**config.mk**
```make
export PLATFORM = sky130hd
export DESIGN_NAME = sim_step_ctrl_flat
export DESIGN_NICKNAME = d
export VERILOG_FILES = /design/src/rtl/sim_step_ctrl_if.sv /design/src/rtl/sim_step_ctrl.sv /design/src/flat_wrapper.sv
export SDC_FILE = /design/constraint.sdc
export NUM_CORES = 1
export LEC_CHECK = 0
export BUFFER_PORTS_ARGS = -buffer_cell sky130_fd_sc_hd__buf_2
export CAP_MARGIN = 5
export CELL_PAD_IN_SITES_DETAIL_PLACEMENT = 1
export CELL_PAD_IN_SITES_GLOBAL_PLACEMENT = 2
export CORE_ASPECT_RATIO = 0.8
export CORE_UTILIZATION = 31
export DETAILED_ROUTE_END_ITERATION = 10
export PLACE_DENSITY_LB_ADDON = 0.1
export SYNTH_ARGS = -nofsm -noshare
export SYNTH_HDL_FRONTEND = slang
export SYNTH_SLANG_ARGS = --single-unit
```
**constraint.sdc**
```tcl
create_clock -name clock -period 4.48 [get_ports clock]
set_input_delay 0 -clock clock [delete_from_list [all_inputs] [get_ports clock]]
set_output_delay 0 -clock clock [all_outputs]
set_load 0.03 [all_outputs]
```
**src/rtl/sim_step_ctrl_if.sv**
```systemverilog
// Handshake bundle between the step controller, the simulated DUT and the difftest checker.
interface sim_step_ctrl_if;
    logic       dut_reset;
    logic       dut_clk_en;
    logic       step_valid;
    logic       uart_valid;
    logic [7:0] uart_ch;
    logic       init_req;
    logic       init_ack;
    logic       step_req;
    logic       step_ack;
    logic       step_err;
    logic       char_valid;
    logic [7:0] char_data;

    modport master (
        output dut_reset, dut_clk_en, init_req, step_req, char_valid, char_data,
        input  step_valid, uart_valid, uart_ch, init_ack, step_ack, step_err
    );

    modport slave (
        input  dut_reset, dut_clk_en, init_req, step_req, char_valid, char_data,
        output step_valid, uart_valid, uart_ch, init_ack, step_ack, step_err
    );
endinterface

```
**src/rtl/sim_step_ctrl.sv**
```systemverilog
// Simulation step controller: holds the DUT in reset, runs the checker init handshake,
// then advances the DUT one commit at a time against the checker until a run-ending event.
module sim_step_ctrl #(
    parameter int unsigned RESET_HOLD = 50,
    parameter int unsigned CNT_W      = 64
) (
    input  logic              clock,
    input  logic              reset,
    input  logic [CNT_W-1:0]  max_cycles,
    sim_step_ctrl_if.master   bus,
    output logic              finish,
    output logic [1:0]        exit_code,
    output logic [CNT_W-1:0]  cycle_cnt
);

    localparam logic [2:0] S_HOLD      = 3'd0;
    localparam logic [2:0] S_INIT      = 3'd1;
    localparam logic [2:0] S_RUN       = 3'd2;
    localparam logic [2:0] S_STEP_WAIT = 3'd3;
    localparam logic [2:0] S_DONE      = 3'd4;

    localparam logic [1:0] EXIT_NONE = 2'd0;
    localparam logic [1:0] EXIT_TRAP = 2'd1;
    localparam logic [1:0] EXIT_STEP = 2'd2;
    localparam logic [1:0] EXIT_MAX  = 2'd3;

    localparam int unsigned HOLD_W = (RESET_HOLD > 1) ? $clog2(RESET_HOLD) : 1;
    localparam logic [HOLD_W-1:0] HOLD_LAST = HOLD_W'(RESET_HOLD - 1);

    logic [2:0]        state, state_nxt;
    logic [HOLD_W-1:0] hold_cnt, hold_nxt;
    logic [1:0]        exit_nxt;
    logic [CNT_W-1:0]  cnt_nxt;
    logic [CNT_W:0]    cnt_plus;
    logic              max_hit;
    logic              char_valid_nxt;
    logic [7:0]        char_data_nxt;

    // Widened increment so the max-cycles compare cannot alias on counter wrap.
    assign cnt_plus = {1'b0, cycle_cnt} + (CNT_W+1)'(1);
    assign max_hit  = (max_cycles != '0) && (cnt_plus == {1'b0, max_cycles});

    always_comb begin
        state_nxt      = state;
        hold_nxt       = hold_cnt;
        exit_nxt       = exit_code;
        cnt_nxt        = cycle_cnt;
        char_valid_nxt = 1'b0;
        char_data_nxt  = bus.char_data;
        case (state)
            S_HOLD: begin
                if (hold_cnt == HOLD_LAST) begin
                    state_nxt = S_INIT;
                    hold_nxt  = '0;
                end else begin
                    hold_nxt = hold_cnt + HOLD_W'(1);
                end
            end
            S_INIT: begin
                if (bus.init_ack)
                    state_nxt = S_RUN;
            end
            S_RUN: begin
                cnt_nxt = (cycle_cnt == '1) ? cycle_cnt : cnt_plus[CNT_W-1:0];
                if (bus.uart_valid && !bus.uart_ch[7]) begin
                    char_valid_nxt = 1'b1;
                    char_data_nxt  = bus.uart_ch;
                end
                // Good trap wins over a same-cycle commit, which wins over the cycle limit.
                if (bus.uart_valid && bus.uart_ch[7]) begin
                    state_nxt = S_DONE;
                    exit_nxt  = EXIT_TRAP;
                end else if (bus.step_valid) begin
                    state_nxt = S_STEP_WAIT;
                end else if (max_hit) begin
                    state_nxt = S_DONE;
                    exit_nxt  = EXIT_MAX;
                end
            end
            S_STEP_WAIT: begin
                if (bus.step_ack) begin
                    if (bus.step_err) begin
                        state_nxt = S_DONE;
                        exit_nxt  = EXIT_STEP;
                    end else begin
                        state_nxt = S_RUN;
                    end
                end
            end
            S_DONE: begin
                state_nxt = S_DONE;
            end
            default: begin
                state_nxt = S_HOLD;
                hold_nxt  = '0;
            end
        endcase
    end

    // Outputs are decoded from the next state so every one of them comes straight off a flop.
    always_ff @(posedge clock) begin
        if (!reset) begin
            state          <= S_HOLD;
            hold_cnt       <= '0;
            cycle_cnt      <= '0;
            exit_code      <= EXIT_NONE;
            finish         <= 1'b0;
            bus.dut_reset  <= 1'b1;
            bus.dut_clk_en <= 1'b1;
            bus.init_req   <= 1'b0;
            bus.step_req   <= 1'b0;
            bus.char_valid <= 1'b0;
            bus.char_data  <= '0;
        end else begin
            state          <= state_nxt;
            hold_cnt       <= hold_nxt;
            cycle_cnt      <= cnt_nxt;
            exit_code      <= exit_nxt;
            finish         <= (state_nxt == S_DONE);
            bus.dut_reset  <= (state_nxt == S_HOLD);
            bus.dut_clk_en <= (state_nxt == S_HOLD) || (state_nxt == S_RUN);
            bus.init_req   <= (state_nxt == S_INIT);
            bus.step_req   <= (state_nxt == S_STEP_WAIT);
            bus.char_valid <= char_valid_nxt;
            bus.char_data  <= char_data_nxt;
        end
    end

endmodule

```
**src/flat_wrapper.sv**
```systemverilog
// flat-port wrapper written by rule: the top's interface ports become plain ports
module sim_step_ctrl_flat 
#(
    parameter int unsigned RESET_HOLD = 50,
    parameter int unsigned CNT_W      = 64
)
  (clock, reset, max_cycles, finish, exit_code, cycle_cnt, bus_dut_reset, bus_dut_clk_en, bus_init_req, bus_step_req, bus_char_valid, bus_char_data, bus_step_valid, bus_uart_valid, bus_uart_ch, bus_init_ack, bus_step_ack, bus_step_err);
  sim_step_ctrl_if bus_i ();
  input  logic clock;
  input  logic reset;
  input  logic [CNT_W-1:0] max_cycles;
  output logic finish;
  output logic [1:0] exit_code;
  output logic [CNT_W-1:0] cycle_cnt;
  output wire logic [$bits(bus_i.dut_reset)-1:0] bus_dut_reset;
  output wire logic [$bits(bus_i.dut_clk_en)-1:0] bus_dut_clk_en;
  output wire logic [$bits(bus_i.init_req)-1:0] bus_init_req;
  output wire logic [$bits(bus_i.step_req)-1:0] bus_step_req;
  output wire logic [$bits(bus_i.char_valid)-1:0] bus_char_valid;
  output wire logic [$bits(bus_i.char_data)-1:0] bus_char_data;
  input wire logic [$bits(bus_i.step_valid)-1:0] bus_step_valid;
  input wire logic [$bits(bus_i.uart_valid)-1:0] bus_uart_valid;
  input wire logic [$bits(bus_i.uart_ch)-1:0] bus_uart_ch;
  input wire logic [$bits(bus_i.init_ack)-1:0] bus_init_ack;
  input wire logic [$bits(bus_i.step_ack)-1:0] bus_step_ack;
  input wire logic [$bits(bus_i.step_err)-1:0] bus_step_err;
  assign bus_dut_reset = bus_i.dut_reset;
  assign bus_dut_clk_en = bus_i.dut_clk_en;
  assign bus_init_req = bus_i.init_req;
  assign bus_step_req = bus_i.step_req;
  assign bus_char_valid = bus_i.char_valid;
  assign bus_char_data = bus_i.char_data;
  assign bus_i.step_valid = bus_step_valid;
  assign bus_i.uart_valid = bus_uart_valid;
  assign bus_i.uart_ch = bus_uart_ch;
  assign bus_i.init_ack = bus_init_ack;
  assign bus_i.step_ack = bus_step_ack;
  assign bus_i.step_err = bus_step_err;
  sim_step_ctrl #(.RESET_HOLD(RESET_HOLD), .CNT_W(CNT_W)) u_core (.clock(clock), .reset(reset), .max_cycles(max_cycles), .bus(bus_i), .finish(finish), .exit_code(exit_code), .cycle_cnt(cycle_cnt));
endmodule
```
==> metrics.yaml <==
outcome: "completed"
ant_diodes: 0
final_core_utilization_pct: 38.8
setup_violations: 0
netlist_instances: 797
yosys.area_share.simple_pct: 34.8
detailedRoute.firstIterationViolations: 455
hold_start: "bus_step_valid"
slew_headroom_pct: 33.8
totalNegativeSetupSlack_ns: 0
post-route-period-util_pct: 88.8
clock_tree_from_tritoncts: "built"
antenna_found_initial: 2
synth_xor_area_share_pct: 18.8
mappedNetlistNets: 879
timing.clock.skew_ns: 0.0111
switching_share_pct: 27.7
total_switching_power_mw: 0.486
floorplan.die_area_um2: 21000
worstSetupStartpointType: "register"
timing.hold.worst.class: "primary input to register"
core-area_um2: 19900
power_report.internal_total_mw: 1.27
design.portCount: 159
asyncSetResetFlopFracSynth_pct: 0
die_height_um: 130
h-tree-depth: 3
remaining_drcs: 0
clock.fmax_ghz: 0.251
clock_sink_count: 89
drt_first_pass_iters: 5
gp_weighted_congestion: 0.927
power_frac_seq_pct: 45.3
library_cell_with_the_largest_summed_area_after_synthesis: "dfxtp_1"
fp-row-count: 46
grt_pass1_wl_mm: 41.8
timing_hold_violations_final: 0
crit_arrival_ns: 4.25
leakagePower_nw: 2.90
critPathLaunch: "u_core.cycle_cnt[9]"
count_of_state_elements_after_synthesis: 89
worst_path_max_delay_cell: "or4_4"
vias: 6781
grt.overflow.total: 0
cts.clk_slew.worst_paths_ns: 0.07
cap_viol_max_count: 0
synth.cell_area_um2: 6340
synth.avg_cell_area_um2: 7.95
pwr-share-comb_pct: 9.5
cts.path.max_buffers: 2
power-per-cell-area_nw_per_um2: 227
vias_per_cell: 5.57
timing.critical_path.mode_cell: "or4_4"
via_count_of_the_first_global_routing_pass: 6734
post_dp_cell_area_um2: 7350
tritoncts.num_buffers: 9
worst_r2r_startpoint: "u_core.cycle_cnt[9]"
totalWireLength_mm: 27.1
area_added_between_synthesis_and_finish_pct: 22.0
hold_slack_ns: 0.0648
worst-path-buf-inv: 0
area_fraction_in_compound_gates_after_synthesis_pct: 11.2
setup.worst_path.end_class: "register"
grt_max_degree: 64
clock_power_share_pct: 45.3
worst_pin_slew_ns: 0.984
layout-drive-gt1-share_pct: 23.9
synth_enable_flop_cells: 0
final_net_count: 1030
port_buffers: 158
period_minus_slack_ns: 3.98
clkLatencyLatePin_ns: 0.37
post_cts_buffers: 0
slew_viol_final: 0
detail_placement_hpwl_mm: 21.5
clock-root-buffer: "clkbuf_16"
total_power_mw: 1.76
post-synth-top-area-fraction_pct: 28.1
sequential_element_share_of_the_synthesized_area_pct: 28.1
synth.mux.area_fraction_pct: 2.13
vdd_drop_max_mv: 0.188
rsz0062_at_grt: "no"
cp_cell_sequence: "nand4_4 -> or4_4 -> or4_4 -> nor2_4 -> xnor2_1 -> a2111o_1 -> or4_4 -> nor3_4 -> o311ai_2 -> a31o_1"
route.detailed.wl_per_inst_um: 22.2
initial_core_util_pct: 31.8
critical-path-max-stage-delay_ns: 0.65
largest_family_of_logic_cells_by_synthesized_area: "simple AND/OR/NAND/NOR gates"
layout.cell_area.non_filler_um2: 7730
worst_ep_required_time_ns: 4.75
post_synth_num_cell_types: 72
antenna_left: 0
worstSetupPathType: "register to register"
yosys_warnings: 0
synth_top_cells_by_area: "dfxtp_1 (28%), xnor2_1 (13%), nor2_1 (5.4%)"
family_of_cells_with_the_greatest_summed_delay_on_the_critical_path: "simple AND/OR/NAND/NOR gates"
global_route.usage.total_pct: 26.3
cp_max_fo: 10
synth-main-ff-cell: "dfxtp_1"
synth_fa_ha_area_share_pct: 0.592
die_w_um: 162
==> cells in the mapped netlist, types with 5 or more instances <==
cell type,instances
xor2_1,39
nor4_1,38
o21ai_0,40
and4_1,8
or3_1,32
xnor2_1,95
and2_1,11
nand4_1,34
mux2i_1,9
a21oi_1,29
dfxtp_1,89
buf_6,6
nand2_1,51
and3_1,17
or4_1,6
nor2_1,91
nand3_1,41
inv_1,7
clkbuf_1,24
nor3_1,25
buf_4,5
==> timing repair <==
item | 4_1_cts | 5_1_grt
endpoints found under the hold margin | 8 | 0
setup endpoints to repair | 0 | 0
resized for setup | 0 | 0
hold buffers | 8 | 0
==> tightest hold or removal path, cell delays in order <==
cell	delay (ns)
buf_2	0.12
a32oi_1	0.16
nor2_1	0.12
==> final timing paths <==
path	endpoint	slack, ns	cells past startpoint
setup / recovery	u_core.bus.dut_clk_en	0.50	10
setup reg to reg	u_core.bus.dut_clk_en	0.50	10
hold reg to reg	u_core.exit_code[0]	0.48	2
hold / removal	u_core.state[0]	0.06	3
==> power by group through the flow <==
stage	Clock (mW)	Sequential, mW	Combinational, mW
2_1_floorplan	0	0.813	0.0749
3_3_place_gp	0	0.813	0.159
3_5_place_dp	0	0.814	0.160
4_1_cts	0.827	0.795	0.166
5_1_grt	0.850	0.796	0.178
6_report	0.795	0.795	0.166
==> metal layers <==
metal | vias up | share of wire (%) | global-route usage, %
li1 | 3202 | - | -
met1 | 3312 | 47 | 35.7
met2 | 225 | 45 | 41.8
met3 | 38 | 6.3 | 5.53
met4 | 4 | 2.1 | 8.32
met5 | - | 0.10 | 0
==> cell type report <==
cell class | instances | area [um^2]
clock buffers | 10 | 239
clock inverters | 6 | 57.6
fillers | 2482 | 12200
inverters | 7 | 26.3
multi-input cells | 657 | 4290
flip-flops and latches | 89 | 1780
well taps | 264 | 330
repair buffers | 184 | 1010
==> logic make-up (layout without fill, tap and decap cells) <==
| logic type | count (synthesis) | in the layout |
|---|---|---|
| xor gates and xnor gates | 135 | 135 |
| adders and majority gates | 3 | 3 |
| AOI/OAI and AO/OA | 112 | 112 |
| buffers and inverters | 51 | 207 |
| DFF | 89 | 89 |
| muxes | 13 | 13 |
| and+or+nand+nor | 394 | 394 |
==> metrics by stage <==
stage               instances  worst slack [ns]
floorplan                 797             0.602
global placement         1193             0.580
detailed placement       1193             0.502
CTS                      1217             0.483
global route             1217             0.204
finish                   1217             0.501
==> state kept, by name (all words and copies together), names as in the netlist <==
signal,flops
u_core.bus.init_req,1
u_core.bus.char_data,8
u_core.finish,1
u_core.bus.step_req,1
u_core.bus.dut_clk_en,1
u_core.exit_code,2
u_core.cycle_cnt,64
u_core.state,3
u_core.bus.dut_reset,1
u_core.bus.char_valid,1
u_core.hold_cnt,6
==> cells in the final DEF, fill, tap and decap left out, types with 11 or more instances in the layout <==
cell	count
a21oi_1	29
buf_4	18
nand2_1	51
dfxtp_1	89
o21ai_0	39
nor2_1	91
nand3_1	41
and3_1	17
nor3_1	25
buf_2	158
nand4_1	34
nor4_1	37
xor2_1	39
or3_1	32
xnor2_1	95
and2_1	11
Note: power is estimated with default switching activity, not from simulation.
